[src/rtl/fetch_unit.sv]
// Instruction fetch and PC sequencing ahead of the control unit; holds the IR and picks the next PC.
// Latency: fetch result lands in the IR one cycle after imem_ready; min 2 cycles per instruction.
// Backpressure: waits in FETCH while imem_ready=0 and freezes EXEC while stall=1; HALT is terminal.
module fetch_unit #(
  parameter logic [31:0] RESET_PC = 32'h0000_0000
) (
  input  logic        clk,
  input  logic        rst_b,
  // instruction memory handshake
  output logic        imem_req,
  output logic [31:0] imem_addr,
  input  logic [31:0] imem_rdata,
  input  logic        imem_ready,
  // downstream pipeline control
  input  logic        stall,
  input  logic        Jump,
  input  logic        JumpReg,
  input  logic        Branch,
  input  logic        Halted,
  input  logic        zero,
  input  logic [31:0] branch_imm,
  input  logic [31:0] rs_data,
  // instruction presented to the control unit
  output logic [31:0] instr,
  output logic [5:0]  opcode,
  output logic [5:0]  func,
  output logic        instr_valid,
  output logic [31:0] pc,
  output logic [31:0] link_addr,
  // status
  output logic        retire,
  output logic        halted,
  output logic        fault,
  output logic [31:0] retired_count
);

  typedef enum logic [1:0] {
    S_IDLE  = 2'd0,
    S_FETCH = 2'd1,
    S_EXEC  = 2'd2,
    S_HALT  = 2'd3
  } state_t;

  state_t      r_state;
  state_t      w_state_nxt;

  logic [31:0] r_pc;
  logic [31:0] r_instr;
  logic [31:0] r_count;
  logic        r_retire;
  logic        r_halted;
  logic        r_fault;

  logic [31:0] w_link;
  logic [31:0] w_br_off;
  logic [31:0] w_jump_tgt;
  logic [31:0] w_next_pc;
  logic        w_fetch_done;
  logic        w_exec_go;
  logic        w_commit;
  logic        w_halt_take;
  logic        w_misaligned;

  // Sequential fall-through address; also the JAL write-back value.
  assign w_link     = r_pc + 32'd4;
  // Immediate is a word offset; the shift drops its top two bits by design.
  assign w_br_off   = branch_imm << 2;
  // Pseudo-direct jump keeps the 256 MB region of the fall-through address.
  assign w_jump_tgt = {w_link[31:28], r_instr[25:0], 2'b00};

  // Next-PC select: register jump beats direct jump beats taken branch.
  always_comb begin
    w_next_pc = w_link;
    if (Jump && JumpReg) begin
      w_next_pc = rs_data;
    end else if (Jump) begin
      w_next_pc = w_jump_tgt;
    end else if (Branch && zero) begin
      w_next_pc = w_link + w_br_off;
    end
  end

  // Decoder inputs only matter on the EXEC edge where stall is low.
  assign w_fetch_done = (r_state == S_FETCH) && imem_ready;
  assign w_exec_go    = (r_state == S_EXEC) && !stall;
  assign w_halt_take  = w_exec_go && Halted;
  assign w_commit     = w_exec_go && !Halted;
  assign w_misaligned = (w_next_pc[1:0] != 2'b00);

  // State register.
  always_ff @(posedge clk or negedge rst_b) begin
    if (!rst_b) begin
      r_state <= S_IDLE;
    end else begin
      r_state <= w_state_nxt;
    end
  end

  // Next-state logic; a misaligned target still commits, then stops the core.
  always_comb begin
    w_state_nxt = r_state;
    case (r_state)
      S_IDLE: begin
        w_state_nxt = S_FETCH;
      end
      S_FETCH: begin
        if (imem_ready) begin
          w_state_nxt = S_EXEC;
        end
      end
      S_EXEC: begin
        if (w_halt_take) begin
          w_state_nxt = S_HALT;
        end else if (w_commit) begin
          w_state_nxt = w_misaligned ? S_HALT : S_FETCH;
        end
      end
      S_HALT: begin
        w_state_nxt = S_HALT;
      end
      default: begin
        w_state_nxt = S_IDLE;
      end
    endcase
  end

  // Instruction register: captured only on a completed fetch handshake.
  always_ff @(posedge clk or negedge rst_b) begin
    if (!rst_b) begin
      r_instr <= 32'd0;
    end else if (w_fetch_done) begin
      r_instr <= imem_rdata;
    end
  end

  // PC and retire counter advance together on commit; the count wraps naturally.
  always_ff @(posedge clk or negedge rst_b) begin
    if (!rst_b) begin
      r_pc    <= RESET_PC;
      r_count <= 32'd0;
    end else if (w_commit) begin
      r_pc    <= w_next_pc;
      r_count <= r_count + 32'd1;
    end
  end

  // Retire is a single-cycle pulse coinciding with the first FETCH cycle of the next instruction.
  always_ff @(posedge clk or negedge rst_b) begin
    if (!rst_b) begin
      r_retire <= 1'b0;
    end else begin
      r_retire <= w_commit;
    end
  end

  // Sticky stop flags; fault distinguishes a bad target from a decoded halt.
  always_ff @(posedge clk or negedge rst_b) begin
    if (!rst_b) begin
      r_halted <= 1'b0;
      r_fault  <= 1'b0;
    end else if (w_halt_take) begin
      r_halted <= 1'b1;
    end else if (w_commit && w_misaligned) begin
      r_halted <= 1'b1;
      r_fault  <= 1'b1;
    end
  end

  assign imem_req      = (r_state == S_FETCH);
  assign imem_addr     = r_pc;
  assign instr         = r_instr;
  assign opcode        = r_instr[31:26];
  assign func          = r_instr[5:0];
  assign instr_valid   = (r_state == S_EXEC);
  assign pc            = r_pc;
  assign link_addr     = w_link;
  assign retire        = r_retire;
  assign halted        = r_halted;
  assign fault         = r_fault;
  assign retired_count = r_count;

endmodule

[config.mk]
export PLATFORM = sky130hd
export DESIGN_NAME = fetch_unit
export DESIGN_NICKNAME = d
export VERILOG_FILES = /design/src/rtl/fetch_unit.sv
export SDC_FILE = /design/constraint.sdc
export NUM_CORES = 1
export LEC_CHECK = 0
export CORE_MARGIN = 4
export CORE_UTILIZATION = 45
export CTS_CLUSTER_SIZE = 24
export DETAILED_ROUTE_END_ITERATION = 7
export PLACE_DENSITY = 0.92
export SYNTH_ARGS = -nofsm -noshare
export SYNTH_HDL_FRONTEND = slang
export SYNTH_SLANG_ARGS = --single-unit
[constraint.sdc]
create_clock -name clk -period 4.9 [get_ports clk]
set_input_delay 0.98 -clock clk [delete_from_list [all_inputs] [get_ports clk]]
set_output_delay 0.98 -clock clk [all_outputs]
set_load 0.05 [all_outputs]
==> impl_metrics.py <==
metrics = {
    "layout": {
        "nFillCells": 1252,
        "final_common_cell": "clkdlybuf4s50_1",
        "drive_gt1_share_pct": 8.15,
        "regArea_um2": 2530,
        "nNetsFinal": 1158,
        "layout_common_cells": "clkdlybuf4s50_1 (277), dfrtp_1 (101), nand2_1 (84)",
        "areaGrowthSynthToFinish_pct": 40.8,
        "n_antenna_cell": 0,
        "postLayoutCellArea_um2": 10200,
        "instances_no_fill": 1235,
        "multi_input_area_um2": 4220,
    },
    "timing": {
        "max_freq_mhz": 225,
        "finalMaxSlewViolations": 0,
        "rsz0062_at_grt": "no",
        "skew_ps": 10.7,
        "setup_viol": 0,
        "hold_violations": 0,
        "fin_crit_sh_pct": 90.8,
        "finalSetupTns_ps": 0,
        "slew_headroom_pct": 47.1,
        "finalWorstSetupSlack_ps": 451,
        "worst_slew_pin_slew_ps": 793,
        "final.min_clock_period_ps": 4450,
    },
    "placement": {
        "postPlaceCellArea_um2": 9900,
        "pre_cts_ws_ps": 732,
        "portBuffers": 279,
        "gp_congestion": 0.950,
        "placed_cells": 1219,
        "dpl.hpwl_um": 19200,
    },
    "yosys": {
        "yosys.area.top_type_share_pct": 34.9,
        "synthArstFlopShare_pct": 100,
        "yosysWarnings": 0,
        "synth_ff_type": "dfrtp_1",
        "synth.area.top_cells": "dfrtp_1 (35%), xnor2_1 (7.1%), ha_1 (6.6%)",
        "synth_area_leader_cell": "dfrtp_1",
        "syn_area_um2": 7240,
        "synth_cell_types": 66,
        "ys_seq_area_share_pct": 34.9,
        "synthCells": 792,
        "syn-num-nets": 936,
        "synth_edf_count": 0,
        "avgSynthCellArea_um2": 9.15,
        "synth_seq_cells": 101,
    },
    "worst_setup_path": {
        "r2r_start": "imem_addr[5]",
        "path_class": "register to output port",
        "cp_max_fo": 9,
        "crit_chain": "and3_1 -> nand2_1 -> nor4_1 -> and3_1 -> xor2_1 -> clkdlybuf4s50_1",
        "reg2reg_depth": 14,
        "r2r_slack_ps": 560,
        "r2r_end": "imem_addr[27]",
        "cp-end-kind": "output port",
        "cp_top_family": "simple AND/OR/NAND/NOR gates",
        "crit_buf_inv": 1,
        "cp_data_required_time_ps": 3920,
        "crit_path_top_delay_cell": "clkdlybuf4s50_1",
        "cpPeakStageDelay_ps": 870,
        "cp_common_cell": "and3_1",
        "cp.arrival_ps": 3470,
        "worst_setup_path_start_kind": "register",
    },
    "cts": {
        "cts_resized": 0,
        "insertion_delay_ps": 350,
        "post_cts_buffers": 0,
        "cts_buffers": 9,
        "cts.sinks": 101,
        "cts_root_buf": "clkbuf_16",
        "clock_path_buffers": 2,
        "ctsHtreeMaxLevel": 3,
        "hold_buffers": 0,
        "path_clk_slew_ps": 70,
        "cts_tree": "done",
    },
    "global_route": {
        "track_usage_pct": 26.4,
        "grt-ovfl-total": 0,
        "grt_pass1_wl_um": 38100,
        "grt_pass1_vias": 7071,
        "grt_max_degree": 57,
        "grt_antenna_before_repair": 1,
    },
    "status": {
        "run_status": "complete, no violations",
    },
    "hold_path": {
        "hold_class": "register to register",
        "hold_path_startpoint": "fault",
        "hold_end": "fault",
        "holdPathStages": 1,
    },
    "detailed_routing": {
        "dr.pass1.iters": 4,
        "dr_total_vias": 6922,
        "wl_um": 24400,
        "drtIter0Drc": 450,
        "drtAntennaViolNets": 0,
        "via_per_inst": 5.60,
        "drc_errors": 0,
        "routedWlPerCell_um": 19.8,
    },
    "job": {
        "maxCapViolCount": 0,
    },
    "floorplan": {
        "rows": 46,
        "die_area_um2": 18200,
        "start_util_pct": 45.8,
        "die_y_um": 135,
        "core-area_um2": 15800,
        "ios": 282,
        "die_w_um": 135,
    },
    "power": {
        "p_per_area_nw_per_um2": 427,
        "p_leak_uw": 0.00435,
        "max-vdd-ir-drop_uv": 301,
    },
}
-- registers in the layout (all words and copies together) (netlist names) --
register / count
imem_addr: 32
instr: 32
retired_count: 32
r_state: 2
fault: 1
halted: 1
retire: 1
-- synth_stat cells (3+ instances only) --
cell type and count:
o21ai_0 40, or3_1 3, a21oi_1 46, xor2_1 24, o211ai_1 6, nor2_1 49
nand4_1 19, and3_1 10, nand2b_1 3, a31oi_1 6, and4_1 6, ha_1 38
a21o_1 21, mux2_2 41, nor3b_1 3, dfrtp_1 101, clkbuf_1 28, buf_4 46
a22o_1 4, and2_1 6, xnor2_1 59, a22oi_1 3, mux2i_1 18, a211oi_1 10
nand3_1 33, o31ai_1 5, nor2b_1 8, nand2_1 84, nor3_1 14, o221ai_1 3
inv_1 9, o22ai_1 3
-- metal layers --
metal	vias to the layer above	share of wire, %	GRT usage (%)
li1	3244	-	-
met1	3303	39	32.5
met2	324	50	45.8
met3	49	8.1	5.44
met4	2	3.0	9.22
met5	-	0.053	0
-- worst register-to-register path, cell delays in order (launching register included) --
cell      delay [ps]
dfrtp_1          470
and3_1           370
nand3_1          210
nor3_1           370
nand2_1          130
xnor2_1          330
ha_1             400
a211oi_1         290
nor2_1           100
o41ai_1          420
nand4_1          270
nand2_1          180
o21ai_0          160
or3_1            400
a31oi_1          180
-- report_power, final --
| group | total, µW | switching (µW) | internal [µW] |
|---|---|---|---|
| Combinational | 2500 | 1610 | 888 |
| Sequential | 1150 | 185 | 969 |
| Clock | 702 | 345 | 357 |
| Total | 4360 | 2140 | 2210 |
-- layout make-up --
type / instances / area share, %
Clock inverter: 7 / 0.650
Tap cell: 216 / 2.65
Multi-Input combinational cell: 604 / 41.3
Inverter: 10 / 0.368
Clock buffer: 9 / 2.21
Timing Repair Buffer: 288 / 28.0
Sequential cell: 101 / 24.8
-- through the flow --
stage | hold slack, ps | total power, µW | util, %
detailed placement | 449 | 3650 | 62.6
global placement | 439 | 3610 | 62.6
finish | 454 | 4360 | 64.4
floorplan | 531 | 2880 | -
CTS | 459 | 4360 | 64.4
global route | 469 | 4550 | 64.4
-- how the worst max path moves through the flow --
stage                       from             to  slack, ps  cells past startpoint
floorplan           imem_addr[5]  imem_addr[27]        140                     16
global placement    imem_addr[2]  imem_addr[27]        790                     14
detailed placement  imem_addr[2]  imem_addr[27]        730                     14
CTS                 imem_addr[2]  link_addr[31]        460                      6
global route        imem_addr[5]  link_addr[31]        300                      6
finish              imem_addr[2]  link_addr[31]        450                      6
-- cell families (layout without fill, tap and decap cells) --
kind of cell	Yosys count	after routing	synth area share [%]
buffers and inverters	87	314	6.91
AND/OR/NAND/NOR	253	253	17.4
flip-flops	101	101	34.9
XOR/XNOR	83	83	10.0
multiplexers	59	59	8.86
adder cells (fa/ha/maj)	39	39	6.84
AO/OA/AOI/OAI	170	170	15.0
Power figures use the tool's default switching activity.
